**config.mk**
```make
export PLATFORM = sky130hd
export DESIGN_NAME = cbm2_cycle_sequencer
export DESIGN_NICKNAME = d
export VERILOG_FILES = /design/src/rtl/cbm2_cycle_sequencer.sv
export SDC_FILE = /design/constraint.sdc
export NUM_CORES = 1
export LEC_CHECK = 0
export ABC_AREA = 0
export ABC_CLOCK_PERIOD_IN_PS = 3000
export BUFFER_PORTS_ARGS = -buffer_cell sky130_fd_sc_hd__buf_2
export CAP_MARGIN = 20
export CORE_MARGIN = 3
export CORE_UTILIZATION = 51
export DETAILED_ROUTE_END_ITERATION = 6
export PLACE_DENSITY = 0.84
export REMOVE_ABC_BUFFERS = 1
export SYNTH_ARGS = -nofsm -noshare
export SYNTH_HDL_FRONTEND = slang
export SYNTH_SLANG_ARGS = --single-unit
```
**constraint.sdc**
```tcl
create_clock -name clk_sys -period 3 [get_ports clk_sys]
set_input_delay 0.15 -clock clk_sys [delete_from_list [all_inputs] [get_ports clk_sys]]
set_output_delay 0.15 -clock clk_sys [all_outputs]
set_load 0.01 [all_outputs]
```
**src/rtl/cbm2_cycle_sequencer.sv**
```systemverilog
// Bus-cycle sequencer for the CBM-II core.
// A free-running slot counter defines a repeating frame. Each requester channel
// owns the bus during a programmable slot window, gated by a frame-phase
// qualifier and an optional refresh-frame mask. The block also paces SDRAM
// refresh (one pulse every 2^RFSH_BITS frames), acknowledges pause requests at
// refresh boundaries and divides the clock down to a pixel enable.
module cbm2_cycle_sequencer #(
  parameter int NUM_CH    = 4,
  parameter int SLOT_W    = 5,
  parameter int RFSH_BITS = 3
) (
  input  logic                     clk_sys,
  input  logic                     reset_n,
  input  logic [SLOT_W-1:0]        frame_end,
  input  logic [NUM_CH*SLOT_W-1:0] ch_start,
  input  logic [NUM_CH*SLOT_W-1:0] ch_end,
  input  logic [NUM_CH*2-1:0]      ch_phq,
  input  logic [NUM_CH-1:0]        ch_rfsh_mask,
  input  logic                     pause,
  output logic [SLOT_W-1:0]        slot,
  output logic                     phase,
  output logic [NUM_CH-1:0]        ch_cycle,
  output logic [NUM_CH-1:0]        ch_strobe,
  output logic                     refresh,
  output logic                     rfsh_frame,
  output logic                     running,
  output logic                     pause_out,
  output logic                     pix_ce
);

  logic [SLOT_W-1:0]    cnt_reg;
  logic                 phase_reg;
  logic [RFSH_BITS-1:0] rfcnt_reg;
  logic                 running_reg;
  logic                 refresh_reg;
  logic [1:0]           pcnt_reg;

  // Greater-or-equal so that shrinking frame_end below the current slot ends
  // the frame on the very next clock instead of wrapping the whole counter.
  logic frame_last;
  assign frame_last = (cnt_reg >= frame_end);

  // Slot counter, frame phase, refresh cadence, pause acknowledge and pixel divider.
  always_ff @(posedge clk_sys or negedge reset_n) begin
    if (!reset_n) begin
      cnt_reg     <= '0;
      phase_reg   <= 1'b0;
      rfcnt_reg   <= '0;
      running_reg <= 1'b0;
      refresh_reg <= 1'b0;
      pcnt_reg    <= 2'd0;
    end else begin
      // Divider restarts at every frame start so pix_ce stays frame-aligned.
      pcnt_reg    <= (!running_reg || frame_last) ? 2'd0 : pcnt_reg + 2'd1;
      refresh_reg <= 1'b0;
      if (frame_last) begin
        cnt_reg   <= '0;
        phase_reg <= ~phase_reg;
        rfcnt_reg <= rfcnt_reg + RFSH_BITS'(1);
        // Pause is only honoured on a refresh boundary so SDRAM refresh
        // cadence is never disturbed by entering or leaving pause.
        if (rfcnt_reg == '0) begin
          refresh_reg <= 1'b1;
          running_reg <= ~pause;
        end
      end else begin
        cnt_reg <= cnt_reg + SLOT_W'(1);
      end
    end
  end

  assign slot       = running_reg ? cnt_reg : '0;
  assign phase      = phase_reg;
  assign refresh    = refresh_reg;
  assign rfsh_frame = (rfcnt_reg == RFSH_BITS'(1));
  assign running    = running_reg;
  assign pause_out  = ~running_reg;
  assign pix_ce     = (pcnt_reg == 2'd3);

  genvar gi;
  generate
    for (gi = 0; gi < NUM_CH; gi++) begin : g_ch
      logic [SLOT_W-1:0] win_start;
      logic [SLOT_W-1:0] win_end;
      logic [1:0]        phq;
      logic              in_window;
      logic              phase_ok;
      logic              masked;

      assign win_start = ch_start[gi*SLOT_W +: SLOT_W];
      assign win_end   = ch_end[gi*SLOT_W +: SLOT_W];
      assign phq       = ch_phq[gi*2 +: 2];
      // A start above the end yields an empty window naturally.
      assign in_window = (slot >= win_start) && (slot <= win_end);
      assign masked    = ch_rfsh_mask[gi] && rfsh_frame;

      // Decode the phase qualifier: both, phase 1 only, phase 0 only, never.
      always_comb begin
        phase_ok = 1'b0;
        case (phq)
          2'd0:    phase_ok = 1'b1;
          2'd1:    phase_ok = phase_reg;
          2'd2:    phase_ok = ~phase_reg;
          default: phase_ok = 1'b0;
        endcase
      end

      // Windows are not arbitrated; overlapping grants are the programmer's choice.
      assign ch_cycle[gi]  = running_reg && in_window && phase_ok && !masked;
      assign ch_strobe[gi] = ch_cycle[gi] && (slot == win_end);
    end
  endgenerate

endmodule

```
# Yosys cells after proc, flatten, opt, wreduce, memory -nomap -nowiden
# Index checks and enable logic that the tools add are counted.
dict set report totals {
  output_inout_bits 19
  elab_cells 80
  register_bits 13
}
dict set report classes {
  bitwise_logic 3
  magnitude_cmp 9
  addsub 3
  reduce_logical 36
  muxes 9
  n_eq_ne 14
}
# op count
set op_table {}
lappend op_table {{5-bit >= comparator} 5}
lappend op_table {{1-bit logical AND} 24}
lappend op_table {{5-bit == test} 4}
lappend op_table {{5-bit <= comparator} 4}
lappend op_table {{1-bit one-hot mux with 3 select lines} 4}
lappend op_table {{2-bit == test, second input constant} 5}
lappend op_table {{5-bit two-way mux} 2}
lappend op_table {{2-bit by 1-bit == test with 1-bit output, second input constant} 4}
lappend op_table {{2-bit zero test} 4}
lappend op_table {{5-bit by 1-bit adder with 5-bit output, second input constant} 1}
lappend op_table {{1-bit zero test} 5}
lappend op_table {{3-bit by 1-bit adder with 3-bit output, second input constant} 1}
lappend op_table {{3-bit by 1-bit == test with 1-bit output, second input constant} 1}
lappend op_table {{3-bit zero test} 1}
lappend op_table {{1-bit NOT} 3}
lappend op_table {{2-bit by 1-bit adder with 2-bit output, second input constant} 1}
lappend op_table {{1-bit two-way mux} 2}
lappend op_table {{2-bit two-way mux} 1}
lappend op_table {{2-bit AND reduction} 1}
lappend op_table {{1-bit logical OR} 1}

# Logic depth before layout (Yosys ltp)
dict set report logic_depth {
  word_depth 7
  ltp_mapped 8
}

# Worst setup path after synthesis
# No wires, ideal clock.
dict set report synth_path {
  path_type {flip-flop to output port}
  start {register running_reg, in the netlist running}
  end {output ch_cycle[0]}
  arrival_ps 1985
  slack_ps 865
  stages_incl_launch_ff 9
  n_path_buf 1
  cell_sequence {dfrtp_1 buf_2 and2_1 ha_1 inv_1 maj3_2 maj3_1 o21ai_0 a21oi_1}
}
dict set report synth_between {
  elab_chain_cells 6
  elab_cells_between_ends 7
}
# element line_no
set synth_lines {}
lappend synth_lines {{start: declaration} 34} ;# logic running_reg;
lappend synth_lines {{start signal: assignment} 64} ;# running_reg <= ~pause;
lappend synth_lines {{5-bit two-way mux *} 72} ;# assign slot = running_reg ? cnt_reg : '0;
lappend synth_lines {{net slot[1]} 20} ;# output logic [SLOT_W-1:0] slot,
lappend synth_lines {{5-bit >= comparator / 5-bit <= comparator (equally long branches)} 94} ;# assign in_window = (slot >= win_start) && (slot <= win_end);
lappend synth_lines {{1-bit logical AND *} 94}
lappend synth_lines {{1-bit logical AND * (3 in series)} 109} ;# assign ch_cycle[gi] = running_reg && in_window && phase_ok && !masked;
lappend synth_lines {{end: declaration} 22} ;# output logic [NUM_CH-1:0] ch_cycle,
# Mark *: on every way through the listed nets, which the timed path passes. The rest lies on a longest branch.

# Worst setup path after layout
dict set report layout_path {
  start {register running_reg, in the netlist running}
  end {output ch_cycle[3]}
}
dict set report layout_between {
  elab_chain_cells 6
  elab_cells_between_ends 7
}
# element line_no
set layout_lines {}
lappend layout_lines {{5-bit two-way mux} 72}
lappend layout_lines {{5-bit >= comparator / 5-bit <= comparator (equally long branches)} 94}
lappend layout_lines {{1-bit logical AND} 94}
lappend layout_lines {{1-bit logical AND * (3 in series)} 109}
# Every way passes the cells marked *; elsewhere a longest branch is shown, timed or not.

==> reports/metrics.cfg <==
[yosys]
yosys_register_bits=13
yosysMostFrequentCell=inv_1
ys_types=41
ys_seq_area_share_pct=19.4
synth_common_cells=44 x inv_1, 34 x ha_1, 20 x a21oi_1
netlist_area_um2=1680
post-synth-top-area-cell=ha_1
synthFlopType=dfrtp_1
synth-edff-count=0
ys.warnings.count=0
yosys.area.top_type_share_pct=25.4
yosys-top-cells-area=ha_1 25%, dfrtp_1 19%, inv_1 9.8%
syn_area_per_cell_um2=7.95
synth_async_sr_flop_share_pct=100
synthCells=211

[sta]
slew_headroom_pct=56.7
finalHoldViolCount=0
drv_slew=0
finalSetupTns_ns=0
finalSetupViolCount=0
worst_clock_skew_ns=0.00144
fmax_mhz=351
timing.final.crit_period_ns=2.85
grt_setup_unrepaired=false
tightest_slew_ns=0.633
fin_crit_sh_pct=94.9

[cts]
numCtsBuffers=3
clk_path_buf_depth=2
clock-sinks=13
clkTransAtPathRegs_ns=0.08
cts-root-buf=clkbuf_4
cts_tree=yes
worstSkewPairLatency_ns=0.28
cts_max_level=1
cts_setup_buffers=0

[floorplan]
num_io_pins=79
die-width_um=63.4
die_y_um=63.4
core_um2=3100
initial_core_util_pct=54.1
dieArea_um2=4010
num_rows=20

[final_layout]
seq_area_um2=325
n_fill_cell=294
drive_gt1_share_pct=30.1
nets=384
area_growth_pct=27.0
diodes=0
largest_reg_flops=5
multi_input_area_um2=1150
final_area_um2=2130

[route]
drt_iter0_markers=112
wl_mm=4.15
num_vias=1697
drcViolationCount=0
vias_per_cell=5.10
drt_first_pass_iters=4
final_antenna_net_count=0
wl_per_cell_um=12.5

[worst_setup_path]
crit_start=running
path_max_fanout=10
crit_end=ch_cycle[3]
path_class=flop to output port
slowest_stage=a2111oi_0
crit_required_ns=2.85
crit_top_cell=a21oi_1
r2r-start=cnt_reg[2]
crit_chain=and2_1 > ha_1 > a21oi_1 > a2111oi_0 > o21ai_0 > a21oi_1 > buf_2
r2r-end=running
r2r_cells=7
rrSetupSlack_ns=1.10
critPathLaunchType=flop
endpoint_kind=output port
slowest_delay_ns=0.57
crit_arrival_ns=2.70

[run_status]
status=finished clean

[run]
drv_cap=0

[grt]
grt-ovfl-total=0
grt_max_degree=14
grt_use_total_pct=21.5
antenna_found_initial=0
grt_first_pass_wirelength_mm=7.05
grt_pass1_vias=1656

[hold_path]
worst_hold_path_type=primary input to flop

[placed_design]
place_area_um2=2090
io_buffer_count=78
place.gp.congestion=0.863
place_hpwl_mm=3.41

[power]
p_leak_uw=0.00124
p_per_area_nw_per_um2=718
ir_drop_v=0.000581

metrics by stage:
step                total power (uW)  hold WS (ns)  util [%]  instances  setup WS (ns)
floorplan                       1100        -0.146         -        205          0.745
global placement                1390        0.0495      67.5        328          0.510
detailed placement              1420        0.0532      67.5        328          0.496
CTS                             1540        0.0311      68.7        333          0.160
global route                    1730        0.0393      68.7        333         0.0144
finish                          1530        0.0356      68.7        333          0.152
report_power, final:
| part | total [uW] | switching [uW] | internal (uW) |
|---|---|---|---|
| combinational | 1060 | 585 | 471 |
| sequential | 362 | 103 | 259 |
| clock | 111 | 59.2 | 51.7 |
worst max-delay path, delay by kind of cell, from the launching register on:
family	cells	cell delay [ns]
AOI/OAI and AO/OA	4	1.08
adders and majority gates	1	0.26
buffers and inverters	1	0.15
DFF	1	0.50
and+or+nand+nor	1	0.43
layout by cell type, fill, tap and decap left out, types with 2 or more instances in the layout:
cell type / n
a211o_1: 4
a211oi_1: 3
a21oi_1: 20
a221oi_1: 2
and2_1: 2
buf_2: 78
clkbuf_4: 3
dfrtp_1: 13
ha_1: 34
inv_1: 44
mux2i_1: 2
nand2_1: 6
nand2b_1: 5
nand3_1: 3
nor2_1: 13
nor2b_1: 4
nor3_1: 4
nor3b_1: 2
o2111ai_1: 2
o21ai_0: 11
o21bai_1: 2
o22ai_1: 4
xnor2_1: 6
xor2_1: 2
worst min-delay path by stage:
stage,slack [ns],end,start,cells after the start
finish,0.04,running,pause,2
global route,0.04,running,pause,2
CTS,0.03,running,pause,2
detailed placement,0.05,rfcnt_reg[0],reset_n,1
global placement,0.05,rfcnt_reg[1],reset_n,1
floorplan,-0.15,cnt_reg[0],reset_n,0
timing repair:
action	CTS	global route
endpoints found under the hold margin	13	0
hold buffers	1	0
resized for setup	0	0
cell families (layout without fill, tap and decap cells):
group	after synthesis	count (layout)	share of synthesized area (%)
AO/OA/AOI/OAI	57	57	21.9
XOR/XNOR	8	8	4.18
adder cells (fa/ha/maj)	36	36	26.6
buffers and inverters	51	129	12.2
flip-flops	13	13	19.4
multiplexers	5	5	3.43
AND/OR/NAND/NOR	41	41	12.2
routing by layer:
metal	share of wire [%]	wire [um]	global-route usage, %
met3	8.8	366	4.46
met5	0	0	0
met4	1.5	64	7.01
met2	44	1830	36.1
met1	45	1890	27.3
final cells by class:
type                    instances  area share [%]
repair buffers                 80            19.1
clock buffers                   4            1.23
well taps                      44            2.58
flip-flops and latches         13            15.3
multi-input cells             147            53.8
inverters                      45            7.93
(Power assumes the default switching activity.)
